## src/rtl/parking_pkg.sv

```systemverilog
// Shared keypad codes and entry-FSM state encoding for the parking gate.
package parking_pkg;

    localparam logic [3:0] KEY_CLR = 4'hA;
    localparam logic [3:0] KEY_ENT = 4'hB;

    typedef enum logic [1:0] {
        ST_IDLE  = 2'd0,
        ST_ENTRY = 2'd1,
        ST_DONE  = 2'd2,
        ST_ERR   = 2'd3
    } state_t;

    // Digits 0-9; CLR/ENT and the unused codes above them are not digits.
    function automatic logic is_digit(input logic [3:0] code);
        return code <= 4'd9;
    endfunction

endpackage

```

## src/rtl/entry_timer.sv

```systemverilog
// Inactivity timer for PIN entry. Down-counter loaded with TIMEOUT_CYC-1,
// so expired asserts on the TIMEOUT_CYC-th enabled cycle after a clear.
module entry_timer #(
    parameter int TIMEOUT_CYC = 1000
) (
    input  logic clock,
    input  logic reset,
    input  logic clear,
    input  logic enable,
    output logic expired
);

    localparam int W = ($clog2(TIMEOUT_CYC) > 0) ? $clog2(TIMEOUT_CYC) : 1;
    localparam logic [W-1:0] LOAD = W'(TIMEOUT_CYC - 1);

    logic [W-1:0] cnt_q;

    // Reload on clear, otherwise count down while enabled and hold at zero.
    always_ff @(posedge clock) begin
        if (reset) begin
            cnt_q <= LOAD;
        end else if (clear) begin
            cnt_q <= LOAD;
        end else if (enable && (cnt_q != '0)) begin
            cnt_q <= cnt_q - W'(1);
        end
    end

    assign expired = (cnt_q == '0);

endmodule

```

## src/rtl/pin_entry.sv

```systemverilog
// Keypad PIN entry for the parking entry gate. Accumulates up to MAX_DIGITS
// decimal digits (value <= 255) and commits on ENT.
//
//   state    | meaning
//   ---------+-------------------------------------------------------------
//   ST_IDLE  | no vehicle; waiting for senr_e
//   ST_ENTRY | vehicle present, collecting digits (entry_busy high)
//   ST_DONE  | PIN committed; a digit restarts entry, senr_e low -> idle
//   ST_ERR   | rejected or timed-out entry; entry_err high for this cycle
module pin_entry
    import parking_pkg::*;
#(
    parameter int TIMEOUT_CYC = 1000,
    parameter int MAX_DIGITS  = 3
) (
    input  logic       clock,
    input  logic       reset,
    input  logic       senr_e,
    input  logic       key_vld,
    input  logic [3:0] key_code,
    output logic [7:0] pin,
    output logic       pin_vld,
    output logic       entry_busy,
    output logic       entry_err
);

    localparam int CNT_W = $clog2(MAX_DIGITS + 1);

    state_t           state_q;
    logic [9:0]       acc_q;
    logic [CNT_W-1:0] cnt_q;
    logic [7:0]       pin_q;
    logic             pin_vld_q;
    logic             busy_q;
    logic             err_q;

    logic             key_acc;
    logic             key_dig;
    logic [11:0]      acc_d;
    logic             digit_reject;
    logic             tmr_clear;
    logic             tmr_expired;

    // Codes C-F are not keys at all: they neither act nor restart the timer.
    assign key_acc = key_vld && (key_code <= KEY_ENT);
    assign key_dig = key_vld && is_digit(key_code);

    // Widened so acc*10+d cannot wrap before the range check.
    assign acc_d        = ({2'b00, acc_q} * 12'd10) + {8'd0, key_code};
    assign digit_reject = (cnt_q == CNT_W'(MAX_DIGITS)) || (acc_d > 12'd255);

    assign tmr_clear = (state_q != ST_ENTRY) || key_acc;

    entry_timer #(
        .TIMEOUT_CYC(TIMEOUT_CYC)
    ) u_timer (
        .clock  (clock),
        .reset  (reset),
        .clear  (tmr_clear),
        .enable (state_q == ST_ENTRY),
        .expired(tmr_expired)
    );

    // Entry FSM with registered outputs; pulses default low every cycle.
    always_ff @(posedge clock) begin
        if (reset) begin
            state_q   <= ST_IDLE;
            acc_q     <= '0;
            cnt_q     <= '0;
            pin_q     <= '0;
            pin_vld_q <= 1'b0;
            busy_q    <= 1'b0;
            err_q     <= 1'b0;
        end else begin
            pin_vld_q <= 1'b0;
            err_q     <= 1'b0;
            case (state_q)
                ST_IDLE: begin
                    if (senr_e) begin
                        state_q <= ST_ENTRY;
                        busy_q  <= 1'b1;
                        acc_q   <= '0;
                        cnt_q   <= '0;
                    end
                end
                ST_ENTRY: begin
                    if (!senr_e) begin
                        state_q <= ST_IDLE;
                        busy_q  <= 1'b0;
                    end else if (key_acc) begin
                        if (key_code == KEY_CLR) begin
                            acc_q <= '0;
                            cnt_q <= '0;
                        end else if (key_code == KEY_ENT) begin
                            busy_q <= 1'b0;
                            if (cnt_q == '0) begin
                                state_q <= ST_ERR;
                                err_q   <= 1'b1;
                            end else begin
                                state_q   <= ST_DONE;
                                pin_q     <= acc_q[7:0];
                                pin_vld_q <= 1'b1;
                            end
                        end else if (digit_reject) begin
                            state_q <= ST_ERR;
                            busy_q  <= 1'b0;
                            err_q   <= 1'b1;
                            acc_q   <= '0;
                            cnt_q   <= '0;
                        end else begin
                            acc_q <= acc_d[9:0];
                            cnt_q <= cnt_q + CNT_W'(1);
                        end
                    end else if (tmr_expired) begin
                        state_q <= ST_ERR;
                        busy_q  <= 1'b0;
                        err_q   <= 1'b1;
                        acc_q   <= '0;
                        cnt_q   <= '0;
                    end
                end
                ST_DONE: begin
                    if (!senr_e) begin
                        state_q <= ST_IDLE;
                    end else if (key_dig) begin
                        // Driver retyping after a rejected PIN: the digit counts.
                        state_q <= ST_ENTRY;
                        busy_q  <= 1'b1;
                        acc_q   <= {6'd0, key_code};
                        cnt_q   <= CNT_W'(1);
                    end
                end
                ST_ERR: begin
                    acc_q <= '0;
                    cnt_q <= '0;
                    if (senr_e) begin
                        state_q <= ST_ENTRY;
                        busy_q  <= 1'b1;
                    end else begin
                        state_q <= ST_IDLE;
                    end
                end
                default: begin
                    state_q <= ST_IDLE;
                    busy_q  <= 1'b0;
                end
            endcase
        end
    end

    assign pin        = pin_q;
    assign pin_vld    = pin_vld_q;
    assign entry_busy = busy_q;
    assign entry_err  = err_q;

endmodule

```

## config.mk

```make
export PLATFORM = sky130hd
export DESIGN_NAME = pin_entry
export DESIGN_NICKNAME = d
export VERILOG_FILES = /design/src/rtl/parking_pkg.sv /design/src/rtl/entry_timer.sv /design/src/rtl/pin_entry.sv
export SDC_FILE = /design/constraint.sdc
export NUM_CORES = 1
export LEC_CHECK = 0
export ABC_AREA = 1
export BUFFER_PORTS_ARGS = -buffer_cell sky130_fd_sc_hd__buf_2
export CAP_MARGIN = 30
export CELL_PAD_IN_SITES_DETAIL_PLACEMENT = 1
export CELL_PAD_IN_SITES_GLOBAL_PLACEMENT = 2
export CORE_ASPECT_RATIO = 0.5
export CORE_MARGIN = 3
export CORE_UTILIZATION = 36
export CTS_CLUSTER_SIZE = 24
export DETAILED_ROUTE_END_ITERATION = 16
export PLACE_DENSITY_LB_ADDON = 0.1
export REMOVE_ABC_BUFFERS = 1
export SYNTH_ARGS = -nofsm -noshare
export SYNTH_HDL_FRONTEND = slang
export SYNTH_SLANG_ARGS = --single-unit
```

## constraint.sdc

```tcl
create_clock -name clock -period 8 [get_ports clock]
set_clock_uncertainty 0.2 [all_clocks]
set_input_delay 0.4 -clock clock [delete_from_list [all_inputs] [get_ports clock]]
set_output_delay 0.4 -clock clock [all_outputs]
set_load 0.01 [all_outputs]
```

==> summary.txt <==
Run status
  • Status: completed

Floorplanning
  • Row count: 20
  • Core area: 6356 µm²
  • IO Pins: 19
  • Initial Utilization: 0.3890
  • Die Ht: 64.60 µm
  • Die area: 7959 µm²
  • Die Wd: 123.2 µm

Clocking
  • Post-CTS Hold Buffers: 0
  • CTS tree: built
  • CTS max path bufs: 2
  • Post-CTS sizing: 0
  • Clock buffer count from CTS: 5
  • Root Buffer: clkbuf_16
  • Clock Latency Late Sink: 0.28 ns
  • Post-CTS Setup Repair Bufs: 0
  • H-tree levels: 2
  • CTS clk-pin slew, worst paths: 0.05 ns
  • TritonCTS Sinks: 35

Timing
  • Fin crit share: 0.3986
  • TNS Setup: 0 ns
  • Slew HR: 0.4933
  • WHS: 0.2499 ns
  • Max Clock Freq: 0.3136 GHz
  • Tightest Pin Transition: 0.7542 ns
  • Max Slew Vio Count: 0
  • Final setup violating endpoints: 0
  • Min cycle time layout: 3.189 ns
  • Final hold violations: 0
  • RSZ-0062 raised after global routing: no
  • Final worst-path setup slack: 4.811 ns

Flow run
  • Max cap viols: 0

Min path
  • Worst hold path class: reg2reg

Layout
  • Area growth syn-to-layout: 13.06%
  • Share of cells above drive strength 1: 0.1205
  • Finished Layout Cells: 478
  • Antenna Cells: 0
  • # nets final: 426

Logic synthesis
  • Seq cells post-synth: 35
  • Sequential fraction of the synthesis area: 0.2834
  • Mapped Cells: 370
  • Ys flop type: dfxtp_1
  • Yosys warning count: 0
  • Synth Area per Inst: 6.682 µm²
  • Post-synth EDFFs: 0
  • Async SR Flop Fraction: 0
  • Distinct cells, synth: 33
  • Synthesized cell area: 2472 µm²

Power and ir drop
  • Maximum VDD drop: 0.1043 mV
  • Power per cell area: 243.0 nW/µm²
  • Pleak: 1.381 nW

Routing
  • 1st-iter DRT viols: 68
  • Vias per inst: 5.063
  • Drt pass-1 iters: 4
  • Routed WL per cell: 14.69 µm
  • DR vias: 2420
  • Post-route ant nets: 0
  • Residual DRC count: 0
  • Final WL: 7021 µm

Global route
  • Tot GR Track Use: 0.1865
  • First-pass GRT wire length: 11800 µm
  • Initial antenna violation count: 0
  • Congestion Overflow GR: 0
  • Vias in the first global route: 2480
  • Largest net degree at the start of global routing: 18

Setup path
  • Worst Path Class, Setup: reg2reg
  • Worst EP required: 7.97 ns
  • Worst stage delay on the critical path: 0.51 ns
  • Crit-path most repeated cell: nand2_1
  • Crit path DAT: 3.16 ns
  • CP Launch Type: flop
  • CP max-delay cell: fa_1
  • Cell family with most CP delay: simple AND/OR/NAND/NOR gates
  • CP Buf/Inv Count: 2
  • CP cell instances: ha_1 -> ha_1 -> fa_1 -> nand2_1 -> inv_1 -> nand2_1 -> nor2_1 -> nand3_1 -> o21bai_2 -> nand2_2 -> nor2_4 -> nand4_2 -> nand3_1 -> nand2_1 -> inv_1 -> nor2_1
  • CP endpoint kind: flop
  • Critical path fanouts, max: 5

Placement
  • Global placement routability congestion: 0.8191
  • Place WS: 4.820 ns
  • Hpwl dp: 5612 µm
  • Port Buffers: 18
  • Placed Cells: 471
[layout make-up]
type	count	area (µm²)
tap	88	110.1
sequential	35	700.7
fill	861	3561
clock buffer	6	138.9
inverter	49	183.9
timing repair buffer	18	90.09
multi-input combinational	281	1567
clock inverter	1	5.005
[per-stage QoR]
stage | total power (W) | util | instance area [µm²]
final | 0.0006791 | 0.4398 | 2795
after global routing | 0.0007365 | 0.4398 | 2795
after CTS | 0.0006872 | 0.4398 | 2795
after detailed placement | 0.0004895 | 0.4171 | 2651
after global placement | 0.0004793 | 0.4171 | 2651
after floorplan | 0.0004122 | - | 2451
[placed cells by master (no fill, tap or decap), types with 2 or more instances in the layout]
| master | count |
|---|---|
| a21oi_2 | 4 |
| dfxtp_1 | 35 |
| o211ai_1 | 2 |
| or2_2 | 6 |
| nand2_2 | 4 |
| a21oi_1 | 17 |
| ha_1 | 26 |
| xor2_1 | 3 |
| fa_1 | 2 |
| clkbuf_16 | 5 |
| nor3_1 | 4 |
| a211oi_1 | 2 |
| o21ai_0 | 16 |
| nand3_1 | 26 |
| o21ai_1 | 5 |
| nor2_1 | 51 |
| inv_1 | 48 |
| nor2_2 | 2 |
| buf_2 | 18 |
| nand4_1 | 11 |
| nand2_1 | 89 |
[path summary, 6_finish.rpt]
check,startpoint,endpoint,slack (ns),cells after the start
setup / recovery,acc_q[1],entry_busy,4.81,16
hold / removal,acc_q[9],acc_q[9],0.25,2
setup reg to reg,acc_q[1],entry_busy,4.81,16
hold reg to reg,acc_q[9],acc_q[9],0.25,2
[routing by layer]
metal,GRT usage,up-vias,share of wire
met5,0,-,0
met4,0.04000,0,0.010
met3,0.03313,8,0.022
met2,0.3414,24,0.49
met1,0.2287,1149,0.48
li1,-,1239,-
[tightest hold or removal path, stage by stage (launching register included)]
cell and delay (ns):
dfxtp_1 0.31, nand2_1 0.06, nor2_1 0.04
[cell usage after synthesis, types with 3 or more instances]
library cell,count,area (µm²)
a21oi_1,17,85.08
a21oi_2,4,35.03
clkbuf_1,3,11.26
dfxtp_1,35,700.7
ha_1,26,325.3
inv_1,48,180.2
nand2_1,89,334.1
nand2_2,4,25.02
nand3_1,26,130.1
nand4_1,11,68.82
nor2_1,51,191.4
nor3_1,4,20.02
o21ai_0,16,80.08
o21ai_1,5,25.02
or2_2,6,37.54
xor2_1,3,26.28
[power by group]
part	internal (W)	leakage [nW]	switching, W
Sequential	0.000192	0.284	0.0000166
Combinational	0.0000895	1.03	0.000190
Clock	0.000121	0.0727	0.0000701
Total	0.000403	1.38	0.000276
[cells by family after synthesis]
family                   count (synthesis)  share of synthesized area
AO/OA/AOI/OAI                           50                     0.1169
adder cells (fa/ha/maj)                 28                     0.1478
AND/OR/NAND/NOR                        199                     0.3548
XOR/XNOR                                 4                    0.01417
buffers and inverters                   54                    0.08299
flip-flops                              35                     0.2834
[registers in the layout, summed over array words and instances, names as in the netlist]
register,flops
state_q,2
acc_q,10
pin_vld,1
pin,8
entry_busy,1
cnt_q,2
u_timer.cnt_q,10
entry_err,1
(Power assumes the default switching activity.)
